File: config.mk
export PLATFORM = sky130hd
export DESIGN_NAME = sequential_divider
export DESIGN_NICKNAME = d
export VERILOG_FILES = /design/src/rtl/sequential_divider.sv
export SDC_FILE = /design/constraint.sdc
export NUM_CORES = 1
export LEC_CHECK = 0
export BUFFER_PORTS_ARGS = -buffer_cell sky130_fd_sc_hd__buf_2
export CORE_UTILIZATION = 51
export CTS_BUF_LIST = sky130_fd_sc_hd__clkbuf_4
export DETAILED_ROUTE_END_ITERATION = 10
export GPL_ROUTABILITY_DRIVEN = 0
export GPL_TIMING_DRIVEN = 1
export PLACE_DENSITY = 0.78
export SLEW_MARGIN = 20
export SYNTH_ARGS = -nofsm -noshare
export SYNTH_HDL_FRONTEND = slang
export SYNTH_SLANG_ARGS = --single-unit
File: constraint.sdc
create_clock -name clk -period 1.8 [get_ports clk]
set_input_delay 0.18 -clock clk [delete_from_list [all_inputs] [get_ports clk]]
set_output_delay 0.18 -clock clk [all_outputs]
set_load 0.05 [all_outputs]
File: src/rtl/sequential_divider.sv
// Unsigned restoring divider: one quotient bit per clock, start/busy/done handshake.
// A zero divisor skips the calculation and flags div_zero with an all-ones quotient.
module sequential_divider #(
  parameter int WN = 8,
  parameter int WD = 4
) (
  input  logic          clk,
  input  logic          reset_n,
  input  logic          start,
  input  logic [WN-1:0] dividend,
  input  logic [WD-1:0] divisor,
  output logic          busy,
  output logic          done,
  output logic [WN-1:0] quotient,
  output logic [WD-1:0] remainder,
  output logic          div_zero
);

  localparam int CW = (WN > 1) ? $clog2(WN) : 1;

  typedef enum logic [1:0] {
    IDLE = 2'd0,
    CALC = 2'd1,
    DONE = 2'd2
  } state_t;

  state_t        state;
  state_t        state_next;
  logic [WN-1:0] n_work;
  logic [WD-1:0] d_reg;
  logic [WD-1:0] r_work;
  logic [CW-1:0] cnt;
  logic [WD:0]   t_step;
  logic [WD-1:0] r_step;
  logic          q_bit;

  // The working remainder always stays below the divisor, so WD bits hold it;
  // only the trial value needs the extra bit for the compare.
  always_comb begin
    t_step = {r_work, n_work[WN-1]};
    r_step = t_step[WD-1:0];
    q_bit  = 1'b0;
    if (t_step >= {1'b0, d_reg}) begin
      r_step = t_step[WD-1:0] - d_reg;
      q_bit  = 1'b1;
    end
  end

  always_ff @(posedge clk or negedge reset_n) begin
    if (!reset_n) begin
      state <= IDLE;
    end else begin
      state <= state_next;
    end
  end

  always_comb begin
    state_next = state;
    case (state)
      IDLE: begin
        if (start) begin
          state_next = (divisor != '0) ? CALC : DONE;
        end
      end
      CALC: begin
        if (cnt == '0) begin
          state_next = DONE;
        end
      end
      DONE:    state_next = IDLE;
      default: state_next = IDLE;
    endcase
  end

  always_comb begin
    busy = (state == CALC);
    done = (state == DONE);
  end

  // Dividend bits shift out of the top of n_work while quotient bits shift in at the bottom.
  always_ff @(posedge clk or negedge reset_n) begin
    if (!reset_n) begin
      n_work    <= '0;
      d_reg     <= '0;
      r_work    <= '0;
      cnt       <= '0;
      quotient  <= '0;
      remainder <= '0;
      div_zero  <= 1'b0;
    end else begin
      case (state)
        IDLE: begin
          if (start) begin
            n_work <= dividend;
            d_reg  <= divisor;
            r_work <= '0;
            cnt    <= CW'(WN - 1);
            if (divisor == '0) begin
              quotient  <= '1;
              remainder <= '0;
              div_zero  <= 1'b1;
            end else begin
              div_zero  <= 1'b0;
            end
          end
        end
        CALC: begin
          r_work <= r_step;
          n_work <= {n_work[WN-2:0], q_bit};
          cnt    <= cnt - 1'b1;
          if (cnt == '0) begin
            quotient  <= {n_work[WN-2:0], q_bit};
            remainder <= r_step;
          end
        end
        default: begin
        end
      endcase
    end
  end

endmodule

# Yosys cells after proc, flatten, opt, wreduce, memory -nomap -nowiden
# Index checks and enable logic that the tools add are counted.
# totals
reg_bits,34
latch_bits,0
ramBits,0
romBits,0
out_inout_bits,15
n_memories,0
# classes
addsub,2
multipliers,0
div_mod_pow,0
order_cmp,1
eq_ne,5
shifts,0
muxes,21
bitwise_logic,0
n_reduce_logical,9
# op_table
operator,count
$mux W8,4
$pmux W8 S2,2
$mux W4,5
$pmux W4 S2,2
$mux W2,3
$pmux W3 S2,1
$reduce_and A2 Y1,3
$ge A5 B4 Y1,1
$logic_not A4 Y1,1
$ne A2 B2 Y1 const B,2
$pmux W2 S2,1
$reduce_and A4 Y1,1
$reduce_bool A4 Y1,1
$sub A4 B4 Y4,1
$logic_not A3 Y1,1
$mux W3,1
$sub A3 B1 Y3 const B,1
$eq A2 B1 Y1 const B,1
$eq A2 B2 Y1 const B,1
$logic_not A2 Y1,1
$mux W1,2
$ne A2 B1 Y1 const B,1
$reduce_bool A2 Y1,1

# Logic depth before layout (Yosys ltp)
# Gate-level depths: netlist of run 1.
# depth
depth_word,4
mapped_depth,8

# Least setup slack after synthesis of run 1
# Ideal clock, no wire load.
# synth_path
kind,register to register
startpoint,register r_work[1]
endpoint,register r_work[1]
setup_ns,0.077
arrival_time_ns,1.697
required_ns,1.723
setup_slack_ns,0.027
stages_incl_launch_ff,7
n_path_buf,0
path_cell_list,dfrtp_1 > ha_1 > a21oi_2 > o21ai_2 > a21boi_4 > mux2_1 > o21ai_1
# synth_between
elab_chain_len,3
# synth_rtl
element,line_no,source
"start, declared",31,logic [WD-1:0] r_work;
"start signal, assigned",108,r_work <= r_step;
$ge A5 B4 Y1,43,"if (t_step >= {1'b0, d_reg}) begin"
$mux W4,43,
$pmux W4 S2,91,case (state)
# Every way passes these cells.
# A chain may end at the register's enable or synchronous reset.

# Final worst setup path of run 1
# layout_path
startpoint,register n_work[7]
endpoint,register r_work[1]
# layout_between
elab_chain_len,3
word_cells_on_any_way,4
cone_classes,add/sub (1); order compare (1); mux (2)
# layout_rtl
element,line_no,source
"start, declared",29,logic [WN-1:0] n_work;
"start signal, assigned",94,n_work <= dividend;
"start signal, assigned",109,"n_work <= {n_work[WN-2:0], q_bit};"
$sub A4 B4 Y4 or $ge A5 B4 Y1 (tied branches),"44, 43",
$mux W4 (*),43,
$pmux W4 S2 (*),91,
# Mark *: on every way between the ends. The rest lies on a longest branch, timed or not.

==> out/qor.yml, run 1 <==
outcome:
  outcome: "completed"
global_route:
  grt_pass1_wl_mm: 5.65
  overflow: 0
  grt_max_degree: 35
  grtUsageTotal_pct: 22.6
  grt_antenna_before_repair: 0
  first_global_vias: 1293
placement:
  dp_hpwl_mm: 2.39
  portBuffers: 29
  place_inst: 237
critical_path:
  r2r_slack_ns: 0.03
  cp_data_required_time_ns: 2.09
  critPathLaunch: "n_work[7]$_DFFE_PN0P_"
  arrival_ns: 2.06
  slowest_delay_ns: 0.39
  cpMaxStageDelayCell: "dfrtp_1"
  critical_path_class: "flip-flop to flip-flop"
  r2r_end: "r_work[1]$_DFFE_PN0P_"
  reg2reg_from: "n_work[7]$_DFFE_PN0P_"
  cp_cell_sequence: "inv_1, ha_2, nor2b_2, o21ai_2, a21boi_4, mux2_4, o21ai_1"
  critical_path.startpoint_type: "flip-flop"
  critPathCaptureType: "flip-flop"
  worstRegToRegCells: 7
  critPathMaxFanout: 4
synth:
  ys_seq_area_share_pct: 51.1
  synth-main-ff-cell: "dfrtp_1"
  synthesis.nets: 184
  netlist_instances: 162
  yosys.cell_types.count: 41
  yosys_warnings: 0
  synthArstFlopShare_pct: 100
  synthesis.area_sq_um: 1660
  synth_edf_count: 0
  synth_seq_cells: 34
  avgSynthCellArea_sq_um: 10.3
drt:
  vias: 1292
  drtAntennaViolNets: 0
  drt-total-wl_mm: 3.44
  drt_iter0_markers: 51
  wl_per_cell_um: 13.8
  via_per_inst: 5.17
  drcViolationCount: 0
  drt_pass1_iterations: 4
finish:
  fin_cells: 250
  fin_nets: 227
  diodes: 0
  drive_above_1_share_pct: 35.9
  final_core_util_pct: 67.1
  reg_top3: "n_work x8, quotient x8"
  syn_to_final_growth_pct: 24.1
clock_network:
  insertion_delay_ns: 0.35
  cts_tree: "built"
  htreeDepth: 2
  cts_inserted_buffers: 5
  path_clk_slew_ns: 0.12
  clock_sinks: 34
  clockRootBuffer: "clkbuf_4"
  clock_path_buffers: 2
floorplanning:
  ioPinCount: 30
  die_x_um: 59.1
  die_area_sq_um: 3500
  die_h_um: 59.1
  start_util_pct: 54.1
  rows: 20
  core_area_sq_um: 3080
timing:
  finalSetupViolCount: 0
  slew_violations: 0
  grt_setup_unrepaired: "true"
  worstMarginPinSlew_ns: 0.745
  period_minus_slack_ns: 1.77
  slew_headroom_pct: 50.3
  fmax_ghz: 0.564
  skew_ns: 0.0168
  finalHoldViolations: 0
  fin_crit_sh_pct: 98.5
power:
  ir_worst_vdd_uv: 1060
  p_per_area_nw_per_um2: 2290
  sw_frac_of_total_pct: 45.0
  intPower_w: 0.00260
  cellLeakagePower_nw: 0.985
  power.total_w: 0.00473
  power_frac_seq_pct: 28.6
  p_switching_w: 0.00213
  clkPwrFrac_pct: 11.9
  pwr-share-comb_pct: 59.6
worst_hold_path:
  hold_start: "dividend[0]"
  worstHoldEndpoint: "n_work[0]$_DFFE_PN0P_"
  min_path_type: "input port to flip-flop"
  whs_path_depth: 3
flow_run:
  drv_cap: 0
## cells in the mapped netlist, types with 3 or more instances
library cell / instances / area (sq um)
dfrtp_1: 34 / 851
nand2_1: 22 / 82.6
nor2_1: 15 / 56.3
inv_1: 12 / 45.0
o21ai_0: 10 / 50.1
a21oi_1: 7 / 35.0
mux2i_1: 7 / 70.1
ha_1: 6 / 75.1
o22ai_1: 5 / 31.3
o21ai_1: 3 / 15.0
## critical path: cells and delay by family (launching register included)
kind                     cells  cell delay, ns
AO/OA/AOI/OAI                3            0.48
flip-flops                   1            0.39
multiplexers                 1            0.34
adder cells (fa/ha/maj)      1            0.29
AND/OR/NAND/NOR              1            0.14
buffers and inverters        1            0.08
## through the flow
stage / area, sq um / hold WS (ns) / setup WS, ns / TNS, ns
5_1_grt: 2060 / 0.0615 / -0.0645 / -0.243
3_5_place_dp: 1890 / 0.295 / -0.0232 / -0.0980
3_3_place_gp: 1890 / 0.281 / 0.0489 / 0
4_1_cts: 2000 / 0.0570 / 0.0433 / 0
2_1_floorplan: 1660 / -0.116 / 0.0269 / 0
6_report: 2060 / 0.0732 / 0.0266 / 0
## area by class of cell
class,instances,area (sq um)
fill,257,1010
sequential,34,851
multi-input combinational,108,781
timing repair buffer,42,248
tap,44,55.1
inverter,14,52.6
clock inverter,3,40.0
clock buffer,5,37.5
## cells by family after synthesis
kind of cell	synth area share, %
flip-flops	51.1
buffers and inverters	5.34
multiplexers	6.92
XOR/XNOR	1.05
adder cells (fa/ha/maj)	5.71
AND/OR/NAND/NOR	14.2
AO/OA/AOI/OAI	15.6
## metal layers
layer,up-vias,global-route usage [%],share of wire (%)
li1,642,-,-
met1,619,27.4,45
met2,23,36.2,50
met3,8,7.86,3.3
met4,0,10.5,1.8
met5,-,0,0
## placed cells by master (no fill, tap or decap), drive strengths merged, types with 2 or more instances in the layout
master / instances
clkbuf: 6
o211ai: 2
inv: 14
a31oi: 2
nand3b: 2
xnor2: 2
o21ai: 14
clkinv: 2
nand2b: 2
nor2: 16
dfrtp: 34
ha: 6
mux2: 4
a21oi: 9
mux2i: 7
nor2b: 2
o22ai: 5
buf: 40
nand2: 22
## how the worst max path moves through the flow
stage,slack [ns],depth (start not counted),end
floorplan,0.03,6,r_work[1]$_DFFE_PN0P_
global placement,0.05,6,r_work[1]$_DFFE_PN0P_
global route,-0.06,7,r_work[1]$_DFFE_PN0P_
finish,0.03,7,r_work[1]$_DFFE_PN0P_
CTS,0.04,7,r_work[0]$_DFFE_PN0P_
detailed placement,-0.02,6,remainder[1]$_DFFE_PN0P_
## power by group through the flow
stage          registers [W]  clock network (W)  logic, W
4_1_cts              0.00135           0.000580   0.00255
6_report             0.00135           0.000562   0.00282
2_1_floorplan        0.00171                  0   0.00147
3_3_place_gp         0.00134                  0   0.00238
5_1_grt              0.00140           0.000614   0.00308
3_5_place_dp         0.00136                  0   0.00246
## repair_timing
item                                   in CTS  in global routing
setup buffers                               1                  3
setup endpoints to repair                   7                  8
pin swaps                                   1                  3
resized for setup                           1                 13
endpoints found under the hold margin      34                  0
hold buffers                                1                  0
(Power assumes the default switching activity.)
==> inputs of run 2 (changes only) <==
--- a/config.mk
+++ b/config.mk
@@ -6,12 +6,15 @@
 export NUM_CORES = 1
 export LEC_CHECK = 0
 export BUFFER_PORTS_ARGS = -buffer_cell sky130_fd_sc_hd__buf_2
-export CORE_UTILIZATION = 51
+export CELL_PAD_IN_SITES_DETAIL_PLACEMENT = 1
+export CELL_PAD_IN_SITES_GLOBAL_PLACEMENT = 1
+export CORE_MARGIN = 8
+export CORE_UTILIZATION = 40
 export CTS_BUF_LIST = sky130_fd_sc_hd__clkbuf_4
 export DETAILED_ROUTE_END_ITERATION = 10
 export GPL_ROUTABILITY_DRIVEN = 0
 export GPL_TIMING_DRIVEN = 1
-export PLACE_DENSITY = 0.78
+export PLACE_DENSITY = 0.79
 export SLEW_MARGIN = 20
 export SYNTH_ARGS = -nofsm -noshare
 export SYNTH_HDL_FRONTEND = slang
==> run 2 against run 1 <==
Against the previous run:
- non-clock buffer count up 2
- critical path type unchanged
- routed wire length increased by 33%
- register-to-register slack worse by 0.02 ns
- die area up 85%
==> out/qor.yml, run 2 (synthesis gave the netlist of run 1 again) <==
worst_hold_path:
  min_path_type: "input port to flip-flop"  # unchanged
  whs_path_depth: 3  # unchanged
  worstHoldEndpoint: "d_reg[0]$_DFFE_PN0P_"  # was n_work[0]$_DFFE_PN0P_
  hold_start: "divisor[0]"  # was dividend[0]
finish:
  nFillCells: 456  # was 257
  mostFrequentLayoutCells: "34 x dfrtp_1, 28 x buf_2, 21 x nand2_1"  # unchanged
  layout_commonest_cell: "dfrtp_1"  # unchanged
  syn_to_final_growth_pct: 29.8  # was 24.1%
  regArea_sq_um: 851  # unchanged
  reg_top3: "n_work x8, quotient x8"  # unchanged
  fin_nets: 229  # was 227
  multi_input_area_sq_um: 816  # was 781 sq um
  diodes: 0  # unchanged
  final_core_util_pct: 54.0  # was 67.1%
  drive_above_1_share_pct: 37.5  # was 35.9%
timing:
  slew_violations: 0  # unchanged
  slew_headroom_pct: 48.6  # was 50.3%
  finalSetupViolCount: 0  # unchanged
  period_minus_slack_ns: 1.79  # was 1.77 ns
  worstMarginPinSlew_ns: 0.771  # was 0.745 ns
  finalHoldViolations: 0  # unchanged
  skew_ns: 0.0159  # was 0.0168 ns
  fin_crit_sh_pct: 99.7  # was 98.5%
  fin_tns_setup_ns: 0  # unchanged
  fmax_ghz: 0.557  # was 0.564 GHz
  grt_setup_unrepaired: "true"  # unchanged
critical_path:
  r2r_end: "r_work[1]$_DFFE_PN0P_"  # unchanged
  critPathLaunch: "r_work[1]$_DFFE_PN0P_"  # was n_work[7]$_DFFE_PN0P_
  critPathCaptureType: "flip-flop"  # unchanged
  arrival_ns: 2.07  # was 2.06 ns
  r2r_slack_ns: 0.005  # was 0.03 ns
  cp_cell_sequence: "ha_4, a21oi_4, o21ai_4, a21boi_4, mux2_4, o21ai_2"  # was inv_1, ha_2, nor2b_2, o21ai_2, a21boi_4, mux2_4, o21ai_1
  critical_path_class: "flip-flop to flip-flop"  # unchanged
  critPathMaxFanout: 4  # unchanged
  cp_data_required_time_ns: 2.07  # was 2.09 ns
  critical_path.startpoint_type: "flip-flop"  # unchanged
  cpMaxStageDelayCell: "dfrtp_1"  # unchanged
  worstRegToRegCells: 6  # was 7
  slowest_delay_ns: 0.45  # was 0.39 ns
  reg2reg_from: "r_work[1]$_DFFE_PN0P_"  # was n_work[7]$_DFFE_PN0P_
drt:
  drt_pass1_iterations: 4  # unchanged
  wl_per_cell_um: 17.7  # was 13.8 um
  vias: 1340  # was 1292
  drtAntennaViolNets: 0  # unchanged
  drt_iter0_markers: 51  # unchanged
  drcViolationCount: 0  # unchanged
  drt-total-wl_mm: 4.58  # was 3.44 mm
  via_per_inst: 5.19  # was 5.17
clock_network:
  clock_sinks: 34  # unchanged
  cts_inserted_buffers: 5  # unchanged
  insertion_delay_ns: 0.34  # was 0.35 ns
  cts_tree: "built"  # unchanged
  clock_path_buffers: 2  # unchanged
  clockRootBuffer: "clkbuf_4"  # unchanged
  path_clk_slew_ns: 0.12  # about the same
  htreeDepth: 2  # unchanged
global_route:
  met2_usage_pct: 27.2  # was 36.2%
  grtUsageTotal_pct: 15.1  # was 22.6%
  grt_use_met3_pct: 3.91  # was 7.86%
  overflow: 0  # unchanged
  top_usage_layer: "met2"  # unchanged
  grt_pass1_wl_mm: 7.57  # was 5.65 mm
  grt_max_degree: 35  # unchanged
  globalRouteMet1Util_pct: 17.0  # was 27.4%
  grt_antenna_before_repair: 0  # unchanged
  first_global_vias: 1528  # was 1293
floorplanning:
  die_area_sq_um: 6480  # was 3500 sq um
  die_x_um: 80.5  # was 59.1 um
  ioPinCount: 30  # unchanged
  rows: 23  # was 20
  start_util_pct: 41.6  # was 54.1%
  die_h_um: 80.5  # was 59.1 um
  core_area_sq_um: 4000  # was 3080 sq um
power:
  cellLeakagePower_nw: 1.02  # was 0.985 nW
  p_per_area_nw_per_um2: 2440  # was 2290 nW/um^2
  ir_worst_vdd_uv: 1110  # was 1060 uV
flow_run:
  drv_cap: 0  # unchanged
placement:
  portBuffers: 29  # unchanged
  dp_hpwl_mm: 3.18  # was 2.39 mm
outcome:
  outcome: "completed"  # unchanged
==> run 2: worst max-delay path by stage <==
stage                                     endpoint  slack, ns  cells past startpoint
after global placement       r_work[0]$_DFFE_PN0P_       0.03                      6
final                        r_work[1]$_DFFE_PN0P_      0.005                      6
after CTS                 remainder[3]$_DFFE_PN0P_     0.0007                      8
after global routing      remainder[2]$_DFFE_PN0P_      -0.06                      7
after detailed placement     r_work[0]$_DFFE_PN0P_      -0.12                      7
after floorplan              r_work[1]$_DFFE_PN0P_       0.03                      6
==> run 2: area by class of cell <==
type,count,share of cell area (%)
clock buffers,5,1.74
multi-input cells,108,37.8
flip-flops and latches,34,39.4
well taps,50,2.90
repair buffers,44,12.5
inverters,14,2.55
clock inverters,3,3.18
==> run 2: worst max-delay path: cells and delay by family, from the launching register on <==
family / cells / cell delay, ns
fa+ha+maj: 1 / 0.26
mux: 1 / 0.35
compound gates: 4 / 0.66
flops: 1 / 0.45
==> run 2: metrics by stage <==
step           worst slack (ns)  power [W]  hold WS [ns]  instances  area, sq um
6_report                0.00545    0.00527         0.104        258         2160
5_1_grt                 -0.0626    0.00562         0.101        258         2160
4_1_cts                0.000677    0.00511        0.0919        257         2110
3_5_place_dp             -0.122    0.00396         0.301        244         1900
3_3_place_gp             0.0312    0.00377         0.293        244         1900
2_1_floorplan            0.0269    0.00319        -0.116        162         1660
==> run 2: power by group <==
group | total [W] | leakage, nW | switching (W) | internal (W)
Sequential | 0.00136 | 0.402 | 0.000243 | 0.00112
Clock | 0.000718 | 0.0554 | 0.000284 | 0.000435
Combinational | 0.00318 | 0.563 | 0.00184 | 0.00134
==> run 2: what timing repair did <==
action / CTS / global route
hold endpoints to repair: 34 / 0
gates cloned: 0 / 0
hold buffers: 1 / 0
setup endpoints to repair: 8 / 16
pin swaps: 6 / 4
setup buffers: 4 / 1
gates resized for setup: 14 / 11
==> run 2: routing by layer <==
metal / share of wire (%) / wire length [um] / up-vias
met2: 55 / 2510 / 22
met5: 0 / 0 / -
li1: - / - / 646
met4: 0.87 / 40 / 0
met3: 3.6 / 164 / 4
met1: 41 / 1860 / 668
==> inputs of run 3 (changes only) <==
--- a/config.mk
+++ b/config.mk
@@ -6,15 +6,17 @@
 export NUM_CORES = 1
 export LEC_CHECK = 0
 export BUFFER_PORTS_ARGS = -buffer_cell sky130_fd_sc_hd__buf_2
+export CAP_MARGIN = 20
 export CELL_PAD_IN_SITES_DETAIL_PLACEMENT = 1
 export CELL_PAD_IN_SITES_GLOBAL_PLACEMENT = 1
 export CORE_MARGIN = 8
-export CORE_UTILIZATION = 40
+export CORE_UTILIZATION = 48
 export CTS_BUF_LIST = sky130_fd_sc_hd__clkbuf_4
 export DETAILED_ROUTE_END_ITERATION = 10
 export GPL_ROUTABILITY_DRIVEN = 0
 export GPL_TIMING_DRIVEN = 1
-export PLACE_DENSITY = 0.79
+export PLACE_DENSITY = 0.88
+export SETUP_SLACK_MARGIN = 0.02
 export SLEW_MARGIN = 20
 export SYNTH_ARGS = -nofsm -noshare
 export SYNTH_HDL_FRONTEND = slang
==> constraint.sdc (replaced) <==
create_clock -name clk -period 2.2 [get_ports clk]
set_input_delay 0.22 -clock clk [delete_from_list [all_inputs] [get_ports clk]]
set_output_delay 0.22 -clock clk [all_outputs]
set_load 0.05 [all_outputs]
==> run 3 against run 2 <==
Against the previous run:
- register-to-register slack better by 0.22 ns
- sequential share of layout area up 3.8 points
- worst hold slack better by 0.027 ns
- count of clock-buffer cells in the layout unchanged
- maximum frequency down 9.1%
- worst setup slack better by 0.22 ns
- final area down 8.7%
- clock skew down 0.0095 ns
- sequential power down 18%
- routed wire length down 13%
- power down 31%
- die area down 13%
==> out/qor.yml, run 3 (synthesis gave the netlist of run 1 again) <==
critical_path:
  cpMaxStageDelayCell: "dfrtp_1"  # unchanged
  critPathMaxFanout: 5  # was 4
  arrival_ns: 2.24  # was 2.07 ns
  critPathLaunch: "r_work[1]$_DFFE_PN0P_"  # unchanged
  critPathCaptureType: "flip-flop"  # unchanged
  cp_cell_sequence: "ha_1, a21oi_2, o21ai_2, a21boi_4, mux2_1, o22ai_1"  # was ha_4, a21oi_4, o21ai_4, a21boi_4, mux2_4, o21ai_2
  worstRegToRegCells: 6  # unchanged
  critical_path.startpoint_type: "flip-flop"  # unchanged
  r2r_slack_ns: 0.23  # was 0.005 ns
  reg2reg_from: "r_work[1]$_DFFE_PN0P_"  # unchanged
  slowest_delay_ns: 0.42  # was 0.45 ns
  r2r_end: "remainder[0]$_DFFE_PN0P_"  # was r_work[1]$_DFFE_PN0P_
  cp_data_required_time_ns: 2.47  # was 2.07 ns
  crit_end: "remainder[0]$_DFFE_PN0P_"  # was r_work[1]$_DFFE_PN0P_
  critical_path_class: "flip-flop to flip-flop"  # unchanged
floorplanning:
  start_util_pct: 49.9  # was 41.6%
  die_x_um: 74.9  # was 80.5 um
  core_area_sq_um: 3340  # was 4000 sq um
  rows: 21  # was 23
  die_h_um: 74.9  # was 80.5 um
  ioPinCount: 30  # unchanged
  die_area_sq_um: 5610  # was 6480 sq um
global_route:
  grtUsageTotal_pct: 16.2  # was 15.1%
  first_global_vias: 1479  # was 1528
  overflow: 0  # unchanged
  grt_antenna_before_repair: 0  # unchanged
  grt_max_degree: 35  # unchanged
  globalRouteMet1Util_pct: 17.5  # was 17.0%
  top_usage_layer: "met2"  # unchanged
  grt_pass1_wl_mm: 6.83  # was 7.57 mm
  grt_use_met3_pct: 3.73  # was 3.91%
  met2_usage_pct: 28.4  # was 27.2%
timing:
  skew_ns: 0.00646  # was 0.0159 ns
  slew_violations: 0  # unchanged
  finalHoldViolations: 0  # unchanged
  holdWs_ns: 0.131  # was 0.104 ns
  fin_crit_sh_pct: 89.8  # was 99.7%
  grt_setup_unrepaired: "false"  # was true
  finalSetupViolCount: 0  # unchanged
  fmax_ghz: 0.506  # was 0.557 GHz
  worstMarginPinSlew_ns: 0.770  # was 0.771 ns
  slew_headroom_pct: 48.7  # was 48.6%
  fin_tns_setup_ns: 0  # unchanged
  period_minus_slack_ns: 1.97  # was 1.79 ns
placement:
  dp_hpwl_mm: 3.03  # was 3.18 mm
  portBuffers: 29  # unchanged
flow_run:
  drv_cap: 0  # unchanged
clock_network:
  cts_tree: "built"  # unchanged
  path_clk_slew_ns: 0.11  # was 0.12 ns
  clockRootBuffer: "clkbuf_4"  # unchanged
  clock_sinks: 34  # unchanged
  cts_inserted_buffers: 5  # unchanged
  htreeDepth: 2  # unchanged
  clock_path_buffers: 2  # unchanged
  insertion_delay_ns: 0.34  # about the same
  cts_resized: 0  # was 14
finish:
  nFillCells: 394  # was 456
  mostFrequentLayoutCells: "34 x dfrtp_1, 29 x buf_2, 22 x nand2_1"  # was 34 x dfrtp_1, 28 x buf_2, 21 x nand2_1
  reg_top3: "n_work x8, quotient x8"  # unchanged
  syn_to_final_growth_pct: 18.5  # was 29.8%
  diodes: 0  # unchanged
  fin_nets: 219  # was 229
  drive_above_1_share_pct: 26.8  # was 37.5%
  layout_commonest_cell: "dfrtp_1"  # unchanged
drt:
  drt_iter0_markers: 55  # was 51
  drt-total-wl_mm: 3.99  # was 4.58 mm
  vias: 1284  # was 1340
  drcViolationCount: 0  # unchanged
  via_per_inst: 5.26  # was 5.19
  drtAntennaViolNets: 0  # unchanged
  drt_pass1_iterations: 4  # unchanged
  wl_per_cell_um: 16.4  # was 17.7 um
worst_hold_path:
  min_path_type: "input port to flip-flop"  # unchanged
power:
  p_per_area_nw_per_um2: 1840  # was 2440 nW/um^2
  cellLeakagePower_nw: 0.947  # was 1.02 nW
  ir_worst_vdd_uv: 838  # was 1110 uV
outcome:
  outcome: "completed"  # unchanged
run 3: final cells by class:
cell class              count  area, sq um  share of cell area, %
clock inverters             3         63.8                   3.24
inverters                  14         52.6                   2.66
flip-flops and latches     34          851                   43.1
repair buffers             34          185                   9.39
clock buffers               5         37.5                   1.90
multi-input cells         108          724                   36.7
well taps                  46         57.6                   2.92
run 3: what timing repair did:
action | CTS | global route
setup buffers | 0 | 0
hold endpoints to repair | 34 | 0
hold buffers | 1 | 0
run 3: stage by stage:
| step | util (%) | cell area (sq um) | power, W | cells | setup slack (ns) |
|---|---|---|---|---|---|
| after floorplan | - | 1660 | 0.00261 | 162 | 0.427 |
| after global placement | 55.8 | 1860 | 0.00297 | 235 | 0.359 |
| after detailed placement | 55.8 | 1860 | 0.00309 | 235 | 0.254 |
| after CTS | 59.1 | 1970 | 0.00368 | 244 | 0.206 |
| after global routing | 59.1 | 1970 | 0.00392 | 244 | 0.0825 |
| final | 59.1 | 1970 | 0.00364 | 244 | 0.225 |
run 3: report_power, final:
part / total [W] / internal (W) / switching (W)
Clock: 0.000569 / 0.000350 / 0.000219
Combinational: 0.00196 / 0.000700 / 0.00126
Sequential: 0.00111 / 0.000917 / 0.000194
Total: 0.00364 / 0.00197 / 0.00167
run 3: worst max-delay path: cells and delay by family, from the launching register on:
family,cells,cell delay [ns]
adder cells (fa/ha/maj),1,0.35
multiplexers,1,0.36
flip-flops,1,0.42
AO/OA/AOI/OAI,4,0.77
run 3: per-layer routing:
metal | vias up | routed length (um)
met5 | - | 0
met4 | 0 | 107
met3 | 10 | 154
met2 | 27 | 2050
met1 | 626 | 1680
li1 | 621 | -
run 3: worst min-delay path by stage:
stage / from / to / slack, ns / cells after the start
floorplan: reset_n / cnt[0]$_DFFE_PN0P_ / -0.08 / 0
global placement: reset_n / div_zero$_DFFE_PN0P_ / 0.33 / 1
detailed placement: reset_n / div_zero$_DFFE_PN0P_ / 0.34 / 1
CTS: divisor[1] / d_reg[1]$_DFFE_PN0P_ / 0.13 / 3
global route: divisor[0] / d_reg[0]$_DFFE_PN0P_ / 0.13 / 3
finish: divisor[0] / d_reg[0]$_DFFE_PN0P_ / 0.13 / 3
